==> config.mk <==
export PLATFORM = sky130hd
export DESIGN_NAME = fsm_state_tracker_flat
export DESIGN_NICKNAME = d
export VERILOG_FILES = /design/src/rtl/fsm_state_tracker_pkg.sv /design/src/rtl/fsm_state_tracker_if.sv /design/src/rtl/fsm_state_tracker_sync_fifo.sv /design/src/rtl/fsm_state_tracker.sv /design/src/flat_wrapper.sv
export SDC_FILE = /design/constraint.sdc
export NUM_CORES = 1
export LEC_CHECK = 0
export CORE_ASPECT_RATIO = 0.9
export CORE_MARGIN = 2
export CORE_UTILIZATION = 43
export CTS_BUF_LIST = sky130_fd_sc_hd__clkbuf_8 sky130_fd_sc_hd__clkbuf_16
export CTS_CLUSTER_SIZE = 20
export DETAILED_ROUTE_END_ITERATION = 8
export PLACE_DENSITY = 0.68
export SLEW_MARGIN = 15
export SYNTH_ARGS = -nofsm -noshare
export SYNTH_HDL_FRONTEND = slang
export SYNTH_SLANG_ARGS = --single-unit
==> constraint.sdc <==
create_clock -name clk -period 5.37 [get_ports clk]
set_clock_uncertainty 0.2 [all_clocks]
set_input_delay 1.074 -clock clk [delete_from_list [all_inputs] [get_ports clk]]
set_output_delay 1.074 -clock clk [all_outputs]
set_load 0.02 [all_outputs]
==> src/rtl/fsm_state_tracker_pkg.sv <==
// ---------------------------------------------------------------------------
// fsm_state_tracker_pkg: shared widths, state encodings, field offsets. Rev 1.0
// ---------------------------------------------------------------------------
`default_nettype none

package fsm_state_tracker_pkg;

  localparam int STATE_W = 3;

  // Encodings of the observed FSM, shared with the FSM block so both sides agree.
  typedef enum logic [STATE_W-1:0] {
    ST_IDLE = 3'd0,
    ST_INIT = 3'd1,
    ST_LOAD = 3'd2,
    ST_RUN  = 3'd3,
    ST_WAIT = 3'd4,
    ST_DONE = 3'd5,
    ST_ERR  = 3'd6,
    ST_HALT = 3'd7
  } fsm_state_e;

  typedef enum logic [0:0] {
    TRK_UNPRIMED = 1'b0,
    TRK_PRIMED   = 1'b1
  } trk_state_e;

  // History entry layout: {state, dwell}; dwell occupies [dwell_w-1:0].
  function automatic int state_lsb(input int dwell_w);
    return dwell_w;
  endfunction

  function automatic int entry_w(input int dwell_w);
    return STATE_W + dwell_w;
  endfunction

endpackage

`default_nettype wire

==> src/rtl/fsm_state_tracker_if.sv <==
// ---------------------------------------------------------------------------
// fsm_state_tracker_if: history FIFO read bus between host and tracker. Rev 1.0
// ---------------------------------------------------------------------------
`default_nettype none

interface fsm_state_tracker_if
  import fsm_state_tracker_pkg::*;
#(
  parameter int DEPTH   = 8,
  parameter int DWELL_W = 8
) ();

  localparam int ENTRY_W = entry_w(DWELL_W);
  localparam int LVL_W   = $clog2(DEPTH) + 1;

  logic               rd_en;
  logic [ENTRY_W-1:0] rd_data;
  logic               rd_valid;
  logic               empty;
  logic               full;
  logic [LVL_W-1:0]   level;

  modport master (output rd_en, input rd_data, rd_valid, empty, full, level);
  modport slave  (input rd_en, output rd_data, rd_valid, empty, full, level);

endinterface

`default_nettype wire

==> src/rtl/fsm_state_tracker_sync_fifo.sv <==
// ---------------------------------------------------------------------------
// sync_fifo: registered-read FIFO with registered flags. Rev 1.0
// ---------------------------------------------------------------------------
`default_nettype none

module sync_fifo #(
  parameter int WIDTH = 11,
  parameter int DEPTH = 8
) (
  input  wire logic                       clk,
  input  wire logic                       reset,
  input  wire logic                       wr_en,
  input  wire logic [WIDTH-1:0]           wr_data,
  input  wire logic                       rd_en,
  output logic      [WIDTH-1:0]           rd_data,
  output logic                            rd_valid,
  output logic                            empty,
  output logic                            full,
  output logic      [$clog2(DEPTH):0]     level
);

  localparam int AW = $clog2(DEPTH);
  localparam int LW = AW + 1;

  logic [WIDTH-1:0] r_mem [DEPTH];
  logic [AW-1:0]    r_wr_ptr;
  logic [AW-1:0]    r_rd_ptr;
  logic [LW-1:0]    r_level;
  logic [LW-1:0]    w_level_nxt;
  logic [WIDTH-1:0] r_rd_data;
  logic             r_rd_valid;
  logic             r_empty;
  logic             r_full;
  logic             w_do_rd;
  logic             w_do_wr;

  // A pop frees a slot in the same cycle, so a push into a full FIFO is legal then.
  assign w_do_rd = rd_en && !r_empty;
  assign w_do_wr = wr_en && (!r_full || w_do_rd);

  always_comb begin
    w_level_nxt = r_level;
    if (w_do_wr && !w_do_rd) begin
      w_level_nxt = r_level + LW'(1);
    end else if (!w_do_wr && w_do_rd) begin
      w_level_nxt = r_level - LW'(1);
    end
  end

  always_ff @(posedge clk) begin
    if (w_do_wr) begin
      r_mem[r_wr_ptr] <= wr_data;
    end
  end

  always_ff @(posedge clk) begin
    if (reset) begin
      r_wr_ptr   <= '0;
      r_rd_ptr   <= '0;
      r_level    <= '0;
      r_empty    <= 1'b1;
      r_full     <= 1'b0;
      r_rd_valid <= 1'b0;
      r_rd_data  <= '0;
    end else begin
      r_rd_valid <= w_do_rd;
      if (w_do_rd) begin
        r_rd_data <= r_mem[r_rd_ptr];
        r_rd_ptr  <= r_rd_ptr + AW'(1);
      end
      if (w_do_wr) begin
        r_wr_ptr <= r_wr_ptr + AW'(1);
      end
      r_level <= w_level_nxt;
      r_empty <= (w_level_nxt == '0);
      r_full  <= (w_level_nxt == LW'(DEPTH));
    end
  end

  assign rd_data  = r_rd_data;
  assign rd_valid = r_rd_valid;
  assign empty    = r_empty;
  assign full     = r_full;
  assign level    = r_level;

endmodule

`default_nettype wire

==> src/rtl/fsm_state_tracker.sv <==
// ---------------------------------------------------------------------------
// fsm_state_tracker: per-state dwell, transition count, visit history. Rev 1.0
// ---------------------------------------------------------------------------
`default_nettype none

module fsm_state_tracker
  import fsm_state_tracker_pkg::*;
#(
  parameter int DEPTH   = 8,
  parameter int DWELL_W = 8,
  parameter int TCNT_W  = 16
) (
  input  wire logic               clk,
  input  wire logic               reset,
  input  wire logic [STATE_W-1:0] state_in,
  fsm_state_tracker_if.slave      hist,
  output logic      [STATE_W-1:0] cur_state,
  output logic      [DWELL_W-1:0] dwell,
  output logic      [TCNT_W-1:0]  trans_count,
  output logic                    overflow
);

  localparam logic [DWELL_W-1:0] DWELL_MAX = '1;

  trk_state_e         r_trk;
  trk_state_e         w_trk_nxt;
  logic               w_push;
  logic               w_drop;
  logic [STATE_W-1:0] r_cur_state;
  logic [DWELL_W-1:0] r_dwell;
  logic [TCNT_W-1:0]  r_trans;
  logic               r_overflow;

  always_ff @(posedge clk) begin
    if (reset) begin
      r_trk <= TRK_UNPRIMED;
    end else begin
      r_trk <= w_trk_nxt;
    end
  end

  always_comb begin
    w_trk_nxt = r_trk;
    w_push    = 1'b0;
    case (r_trk)
      TRK_UNPRIMED: w_trk_nxt = TRK_PRIMED;
      TRK_PRIMED:   w_push    = (state_in != r_cur_state);
      default:      w_trk_nxt = TRK_UNPRIMED;
    endcase
  end

  // Full is never set while empty, so a host pop alone guarantees room.
  assign w_drop = w_push && hist.full && !hist.rd_en;

  always_ff @(posedge clk) begin
    if (reset) begin
      r_cur_state <= '0;
      r_dwell     <= '0;
      r_trans     <= '0;
      r_overflow  <= 1'b0;
    end else if (r_trk == TRK_UNPRIMED) begin
      r_cur_state <= state_in;
      r_dwell     <= DWELL_W'(1);
    end else if (w_push) begin
      r_cur_state <= state_in;
      r_dwell     <= DWELL_W'(1);
      r_trans     <= r_trans + TCNT_W'(1);
      if (w_drop) begin
        r_overflow <= 1'b1;
      end
    end else if (r_dwell != DWELL_MAX) begin
      r_dwell <= r_dwell + DWELL_W'(1);
    end
  end

  sync_fifo #(
    .WIDTH (entry_w(DWELL_W)),
    .DEPTH (DEPTH)
  ) u_hist_fifo (
    .clk      (clk),
    .reset    (reset),
    .wr_en    (w_push),
    .wr_data  ({r_cur_state, r_dwell}),
    .rd_en    (hist.rd_en),
    .rd_data  (hist.rd_data),
    .rd_valid (hist.rd_valid),
    .empty    (hist.empty),
    .full     (hist.full),
    .level    (hist.level)
  );

  assign cur_state   = r_cur_state;
  assign dwell       = r_dwell;
  assign trans_count = r_trans;
  assign overflow    = r_overflow;

endmodule

`default_nettype wire
==> src/flat_wrapper.sv <==
// flat-port wrapper written by rule: the top's interface ports become plain ports
module fsm_state_tracker_flat import fsm_state_tracker_pkg::*;
#(
  parameter int DEPTH   = 8,
  parameter int DWELL_W = 8,
  parameter int TCNT_W  = 16
)
  (clk, reset, state_in, cur_state, dwell, trans_count, overflow, hist_rd_en, hist_rd_data, hist_rd_valid, hist_empty, hist_full, hist_level);
  fsm_state_tracker_if #(.DEPTH(DEPTH), .DWELL_W(DWELL_W)) hist_i ();
  input  wire logic clk;
  input  wire logic reset;
  input  wire logic [STATE_W-1:0] state_in;
  output logic      [STATE_W-1:0] cur_state;
  output logic      [DWELL_W-1:0] dwell;
  output logic      [TCNT_W-1:0] trans_count;
  output logic overflow;
  input wire logic [$bits(hist_i.rd_en)-1:0] hist_rd_en;
  output wire logic [$bits(hist_i.rd_data)-1:0] hist_rd_data;
  output wire logic [$bits(hist_i.rd_valid)-1:0] hist_rd_valid;
  output wire logic [$bits(hist_i.empty)-1:0] hist_empty;
  output wire logic [$bits(hist_i.full)-1:0] hist_full;
  output wire logic [$bits(hist_i.level)-1:0] hist_level;
  assign hist_i.rd_en = hist_rd_en;
  assign hist_rd_data = hist_i.rd_data;
  assign hist_rd_valid = hist_i.rd_valid;
  assign hist_empty = hist_i.empty;
  assign hist_full = hist_i.full;
  assign hist_level = hist_i.level;
  fsm_state_tracker #(.DEPTH(DEPTH), .DWELL_W(DWELL_W), .TCNT_W(TCNT_W)) u_core (.clk(clk), .reset(reset), .state_in(state_in), .hist(hist_i), .cur_state(cur_state), .dwell(dwell), .trans_count(trans_count), .overflow(overflow));
endmodule
==> results of run 1 <==
==> worst register-to-register path: stages, from the launching register on <==
cell and delay (ns):
dfxtp_1 0.58, xnor2_1 0.20, a31oi_4 0.55, and2_4 0.28, nand2_1 0.12, nor2_1 0.82
==> final timing paths <==
kind | start | to | slack (ns) | cells after the start
hold / removal | u_core.trans_count[15] | u_core.trans_count[15] | 0.28 | 2
setup reg to reg | u_core.cur_state[1] | u_core.u_hist_fifo.r_mem[5][4] | 2.23 | 5
hold reg to reg | u_core.trans_count[15] | u_core.trans_count[15] | 0.28 | 2
setup / recovery | state_in[1] | u_core.u_hist_fifo.r_mem[5][4] | 1.73 | 6
==> cell families after synthesis <==
logic type               synth area share
adder cells (fa/ha/maj)            0.0135
AND/OR/NAND/NOR                     0.101
AO/OA/AOI/OAI                      0.0434
flip-flops                          0.668
XOR/XNOR                           0.0348
multiplexers                        0.118
buffers and inverters              0.0203
==> flip-flops by register name, indices dropped and copies added, names as in the netlist <==
register and flops:
u_core.cur_state 3, u_core.dwell 8, u_core.overflow 1, u_core.r_trk 1
u_core.trans_count 16, u_core.u_hist_fifo.empty 1, u_core.u_hist_fifo.full 1, u_core.u_hist_fifo.level 4
u_core.u_hist_fifo.r_mem 88, u_core.u_hist_fifo.r_rd_ptr 3, u_core.u_hist_fifo.r_wr_ptr 3, u_core.u_hist_fifo.rd_data 11
u_core.u_hist_fifo.rd_valid 1
==> layout make-up <==
| class | instances | area, µm² |
|---|---|---|
| fill | 985 | 5730 |
| clock inverter | 15 | 225 |
| multi-input combinational | 220 | 1740 |
| tap | 164 | 205 |
| clock buffer | 17 | 425 |
| inverter | 10 | 37.5 |
| timing repair buffer | 59 | 571 |
| sequential | 141 | 3700 |
==> power groups by stage <==
stage | Clock (mW) | Sequential [mW] | Combinational (mW)
3_5_place_dp | 0 | 1.29 | 0.460
5_1_grt | 1.35 | 1.28 | 0.506
2_1_floorplan | 0 | 1.32 | 0.278
6_report | 1.28 | 1.27 | 0.459
4_1_cts | 1.30 | 1.27 | 0.463
3_3_place_gp | 0 | 1.29 | 0.451
==> routing by layer <==
metal | track usage | routed length (µm) | up-vias
met5 | 0 | 0 | -
met4 | 0.0591 | 83 | 0
met3 | 0.0610 | 424 | 5
met2 | 0.267 | 5380 | 57
met1 | 0.240 | 5140 | 1621
li1 | - | - | 1564
==> synthesized netlist by cell type (all sizes together) <==
cell / number
a211oi: 13
a21oi: 12
a31oi: 3
and2: 2
and3: 4
buf: 7
clkbuf: 8
dfxtp: 53
edfxtp: 88
ha: 6
inv: 10
mux2i: 16
mux4: 22
nand2: 22
nand2b: 3
nand3: 14
nand4: 3
nor2: 48
nor2b: 4
nor3: 7
nor4: 2
nor4b: 1
o21ai: 9
or3: 7
xnor2: 14
xor2: 8
==> out/summary.md, run 1 <==
The clock group share of total power is 0.425. Routed via count divided by cell count: 5.19. Setup repair after global routing left no endpoint under its margin.

The average routed wire per standard cell is 17.6 µm, and the number of storage elements in the synthesis netlist is 141. The pre-antenna-repair detailed-routing pass consisted of 4 iterations. The area growth from synthesis to layout is 24.7%, and the sequential fraction of the synthesis area is 0.668. In the routed design, unresolved DRC markers number 0. Leaving out fill and tap cells, the most frequent cell in the layout is edfxtp_1. The final hold slack is 0.285 ns. Summing all non-filler instances in the final layout gives an area of 0.00691 mm².

Time the worst path needs with I/O delays and setup: 3.64 ns. For the count of warnings emitted by yosys, the log shows 0. Number of buffers inserted by port buffering: 51. The critical path is of the input pin to register type. Cell type group with the largest total delay on the critical path: simple AND/OR/NAND/NOR gates.

The number of setup buffers added after CTS is 0. The logs give 0 ns for the sum of negative setup slack and 3,298 for the via count of the first global-routing pass. The run gives 0.177 as the total global-route track usage. The count of endpoints failing hold in the final timing report was 0; the starting density of the core was 0.438. The total power divided by cell area was 435 mW/mm². The die boundary width is 124 µm, and the final number of max-transition violations is 0. The initial antenna violation count is 0, and the placeable core region is 0.0126 mm². Counting every net in the synthesized netlist gives 398.

The CTS clock-pin slew for the worst setup and hold paths came out at 0.05 ns. The combinational group share of total power is 0.152. The utilization after layout was 0.547; the deepest level of the CTS H-tree was 4. Across the run, the number of max-cap violations was 0.

After clock tree synthesis, the repair step resized 0 gates. The height of the chip works out to 112 µm. TritonCTS built the clock tree. Counting along the longest clock path gives a buffer depth of 2. Detailed placement finished with a half-perimeter wire length of 7.20 mm. Entering global routing, the biggest net connects 32 pins.

The cell area reported after detailed placement is 0.00625 mm². For this design, the CTS-stage hold fixing added 0 buffers. The element type at the critical path end was a register. The critical path goes through clkdlybuf4s50_1 > xnor2_1 > a31oi_4 > and2_4 > nand2_1 > nor2_1. The wire length of the first global-routing pass is 17.9 mm.

The maximum fanout along the worst path works out to 15. Placed cell count: 594. The stage delay of the slowest cell on the critical path is 0.82 ns.

Area of the die: 0.0138 mm². Wires add up to 11.0 mm. The count of buffer and inverter cells on the critical path works out to 1. The design draws 3.01 mW. Buffers inserted during clock tree synthesis total 17. Dividing the synthesized area by the synthesized cell count gives 14.4 µm². The flow ran to the end, and the final reports show no timing, DRC or antenna violations.

The transition time at the pin with the least slew margin works out to 1.17 ns. The finished layout holds 626 standard cells, fillers aside. Routability congestion estimate: 0.790. The slowest stage of the critical path is the nor2_1 cell. The total number of clock tree sinks was 141; the synthesized instance count was 386. The switching power as a share of total power is 0.236. In the layout the commonest cells are 88 x edfxtp_1, 53 x dfxtp_1, 51 x clkdlybuf4s50_1, 48 x nor2_1.

The final antenna diode count is 0, and the setup slack after layout is 1.73 ns. The fraction of final layout cells sized beyond drive strength 1 works out to 0.139. The logs give 0.00554 mm² for the cell area after technology mapping and 0 for the final antenna-violating net count. The internal power came out at 2.30 mW.

The number of distinct library cells after synthesis is 33. For the count of pins on the block boundary, the log shows 52. The later-pin clock latency in the skew report is 0.42 ns. The area fraction of the dominant cell type after synthesis came out at 0.477. Derived from the worst setup path, the maximum achievable clock frequency is 275 MHz. The total via count after detailed routing was 3,247. For this run, the post-layout net count is 461. STA classifies the critical path startpoint as an input pin. edfxtp_1 takes more of the synthesized area than any other cell. The run gives 237 as the DRC marker count from the first detailed-route iteration. For this run the aggregate overflow at the end of global routing stands at 0.

The final period utilization was 0.677; the max-slew headroom at the worst pin was 0.219. Summed over all cells, the static leakage comes to 2.23 nW. At the worst endpoint, the required time is 5.21 ns. Ranked by total cell area, the synthesized netlist is headed by edfxtp_1 48%, dfxtp_1 19%, mux4_2 8.9%, nor2_1 3.3%, mux2i_1 2.9%.

The analysis attributes to net switching a power of 0.709 mW. The tree is rooted in a clkbuf_16. In this run the worst hold path is classified as register to register. The share of power burned in registers is 0.422.

OpenSTA, run right after detailed placement, puts the worst setup slack at 1.27 ns. The worst IR drop on VDD was 248 µV; the number of placement rows was 39. The number of setup violations in the final report is 0, and the data arrival time of the critical path is 3.47 ns.
Note: power is estimated with default switching activity, not from simulation.
==> run 2: changes to the inputs <==
clock period = 3.6 ns   (was 5.37 ns; I/O delays follow)
==> run 2 against run 1 <==
Sequential power up 49%; critical path type is now register to output pin; core utilization up 0.33 points; largest cell class unchanged; register-to-register slack worse by 1.1 ns; sequential share of layout area down 0.32 points; worst hold slack worse by 0.0085 ns.
==> out/summary.md, run 2 (same netlist as run 1, synthesis figures left out) <==
The count of cells along the worst hold path is 1. The placed instances occupy a cell area of 0.00632 mm². STA puts the critical path data required time at 2.68 ns.

The library cells used most frequently in the layout, excluding fill and tap cells, are 88 x edfxtp_1, 53 x dfxtp_1, 51 x clkdlybuf4s50_1, 48 x nor2_1. The final hold slack was 0.276 ns. The run finished with clean final reports. The analysis attributes to cell leakage a power of 2.28 nW. The die covers 0.0138 mm². The final number of max-transition violations came out at 0. The flip-flop count of the largest register after layout was 88; the number of buffers inserted by post-CTS setup repair was 0.

At the end of the flow, the number of nets in the layout was 471. The wire length of the first global-routing pass came out at 17.3 mm. The layout has 994 filler cells. Summed over all layers, the routed wires come to 10.7 mm. Across the VDD grid, the largest voltage drop is 378 µV.

The tools report the number of hold buffers added after cts as 0. The worst path needs 2.66 ns of the cycle, external delays included. After the first detailed-routing iteration, the DRC count stood at 177.

The height of the chip works out to 112 µm. Input and output buffers added on the ports amount to 51. Across the run, the number of max-cap violations was 0. The clock reaches the later pin of the worst-skew pair after 0.41 ns.

In this run the count of I/O pins placed on the die edge is 52. The count of buffer and inverter cells on the critical path came out at 1. The share of power burned in registers was 0.430; the maximum fanout along the worst path was 12. The library cell used most frequently in the layout, excluding fill and tap cells, is edfxtp_1. The placeable core region came out at 0.0126 mm². The tools report the deepest level of the CTS H-tree as 4.

Before antenna repair, the detailed router went through 4 iterations. Buffers inserted during clock tree synthesis total 17. TritonCTS built the clock tree. The cell type group with the largest total delay on the critical path is buffers and inverters.

After routing the design area is 0.00695 mm². The total number of clock tree sinks is 141. The initial antenna violation count was 0; the switching power as a share of total power was 0.240. The CTS clock-pin slew for the worst setup and hold paths was 0.06 ns.

STA classifies the critical path startpoint as a register. Using the TritonRoute via totals, the vias-per-cell ratio works out to 5.14. Cell internal power was estimated by the tool at 3.34 mW. The fraction of final layout cells sized beyond drive strength 1 came out at 0.163. The total global-route track usage was 0.171. Number of buffers between clock root and the deepest sink: 2.

Row generation in the floorplan step produced 39 rows. The starting density of the core is 0.438. Walking the worst path, the cells encountered are clkdlybuf4s50_1.

The worst setup path is of the register to output pin kind. The total number of cells along the worst setup path was 1. The cell count of the worst reg-to-reg path was 7.

The area growth from synthesis to layout came out at 25.5%. The pin count of the biggest net entering global routing was 26. The routability congestion estimate was 0.794; the data arrival time of the critical path was 1.74 ns. The tools report the count of endpoints failing hold in the final timing report as 0. The number of gates resized after CTS was 0. Setup repair after global routing left no endpoint under its margin.

Based on the critical path, the design can be clocked at up to 377 MHz. The sum of negative setup slack was 0 ns. At the pin with the least slew margin, the transition time is 1.12 ns. Final period utilization: 0.738. For this design the total switching power over the nets is 1.05 mW.

The combinational group share of total power is 0.156. For the placed wire-length estimate, the log shows 7.06 mm. The logs give 3,327 for the via count of the first global-routing pass and 0 for the number of setup violations in the final report. The total power divided by cell area was 632 mW/mm²; the final antenna diode count was 0. In the final routed layout, each cell accounts on average for 16.9 µm. The run gives 0.414 as the clock group share of total power.

The total overflow left after global routing is 0. The tightest min-delay check is of the register to register type. The logs give 0 for the number of remaining DRC errors and 0 for the final antenna-violating net count.

Pre-CTS setup slack: 0.555 ns. For the max-slew headroom at the worst pin, the log shows 0.251. The tools report the setup slack after layout as 0.944 ns. u_core.u_hist_fifo.r_mem holds more flip-flops than any other register. The total via count after detailed routing was 3,271. The stage delay of the slowest cell on the critical path came out at 0.70 ns. STA classifies the critical path endpoint as an output pin.

The root buffer cell chosen for the clock tree is clkbuf_16. The die boundary width was 124 µm. The slowest stage of the critical path belongs to the cell clkdlybuf4s50_1.
run 2: changes by cell type in the layout (fill, tap and decap cells not counted), moves of 2 or more:
cell | before | now
clkbuf_8 | 0 | 2
clkinv_2 | 2 | 4
buf_4 | 8 | 18
bufinv_16 | 6 | 4
inv_1 | 10 | 12
clkinv_1 | 5 | 0
run 2: worst paths after layout:
path                             from                             end  slack, ns
setup / recovery      u_core.dwell[3]                        dwell[3]       0.94
hold / removal           u_core.r_trk                 u_core.dwell[0]       0.28
hold reg to reg          u_core.r_trk                 u_core.dwell[0]       0.28
setup reg to reg  u_core.cur_state[1]  u_core.u_hist_fifo.r_mem[4][0]       1.16
run 2: power groups by stage:
stage	clock network (mW)	logic, mW	registers [mW]
3_5_place_dp	0	0.690	1.92
2_1_floorplan	0	0.415	1.97
3_3_place_gp	0	0.681	1.92
5_1_grt	1.92	0.747	1.90
4_1_cts	1.85	0.695	1.89
6_report	1.82	0.687	1.89
run 2: layout make-up:
cell class | instances | area [µm²] | area share
Tap cell | 164 | 205 | 0.0295
Inverter | 10 | 37.5 | 0.00540
Sequential cell | 141 | 3700 | 0.533
Clock inverter | 13 | 173 | 0.0248
Timing Repair Buffer | 69 | 646 | 0.0929
Multi-Input combinational cell | 220 | 1730 | 0.249
Clock buffer | 19 | 453 | 0.0652
run 2: metrics by stage:
step           cells  power [mW]  utilization
2_1_floorplan    386        2.39            -
3_3_place_gp     604        2.60        0.500
3_5_place_dp     604        2.61        0.500
4_1_cts          636        4.43        0.550
5_1_grt          636        4.57        0.550
6_report         636        4.39        0.550
run 2: routing by layer:
| layer | global-route usage | share of wire | routed length [µm] |
|---|---|---|---|
| met1 | 0.227 | 0.45 | 4810 |
| met2 | 0.257 | 0.49 | 5260 |
| met3 | 0.0543 | 0.048 | 518 |
| met4 | 0.0735 | 0.013 | 138 |
| met5 | 0 | 0 | 0 |
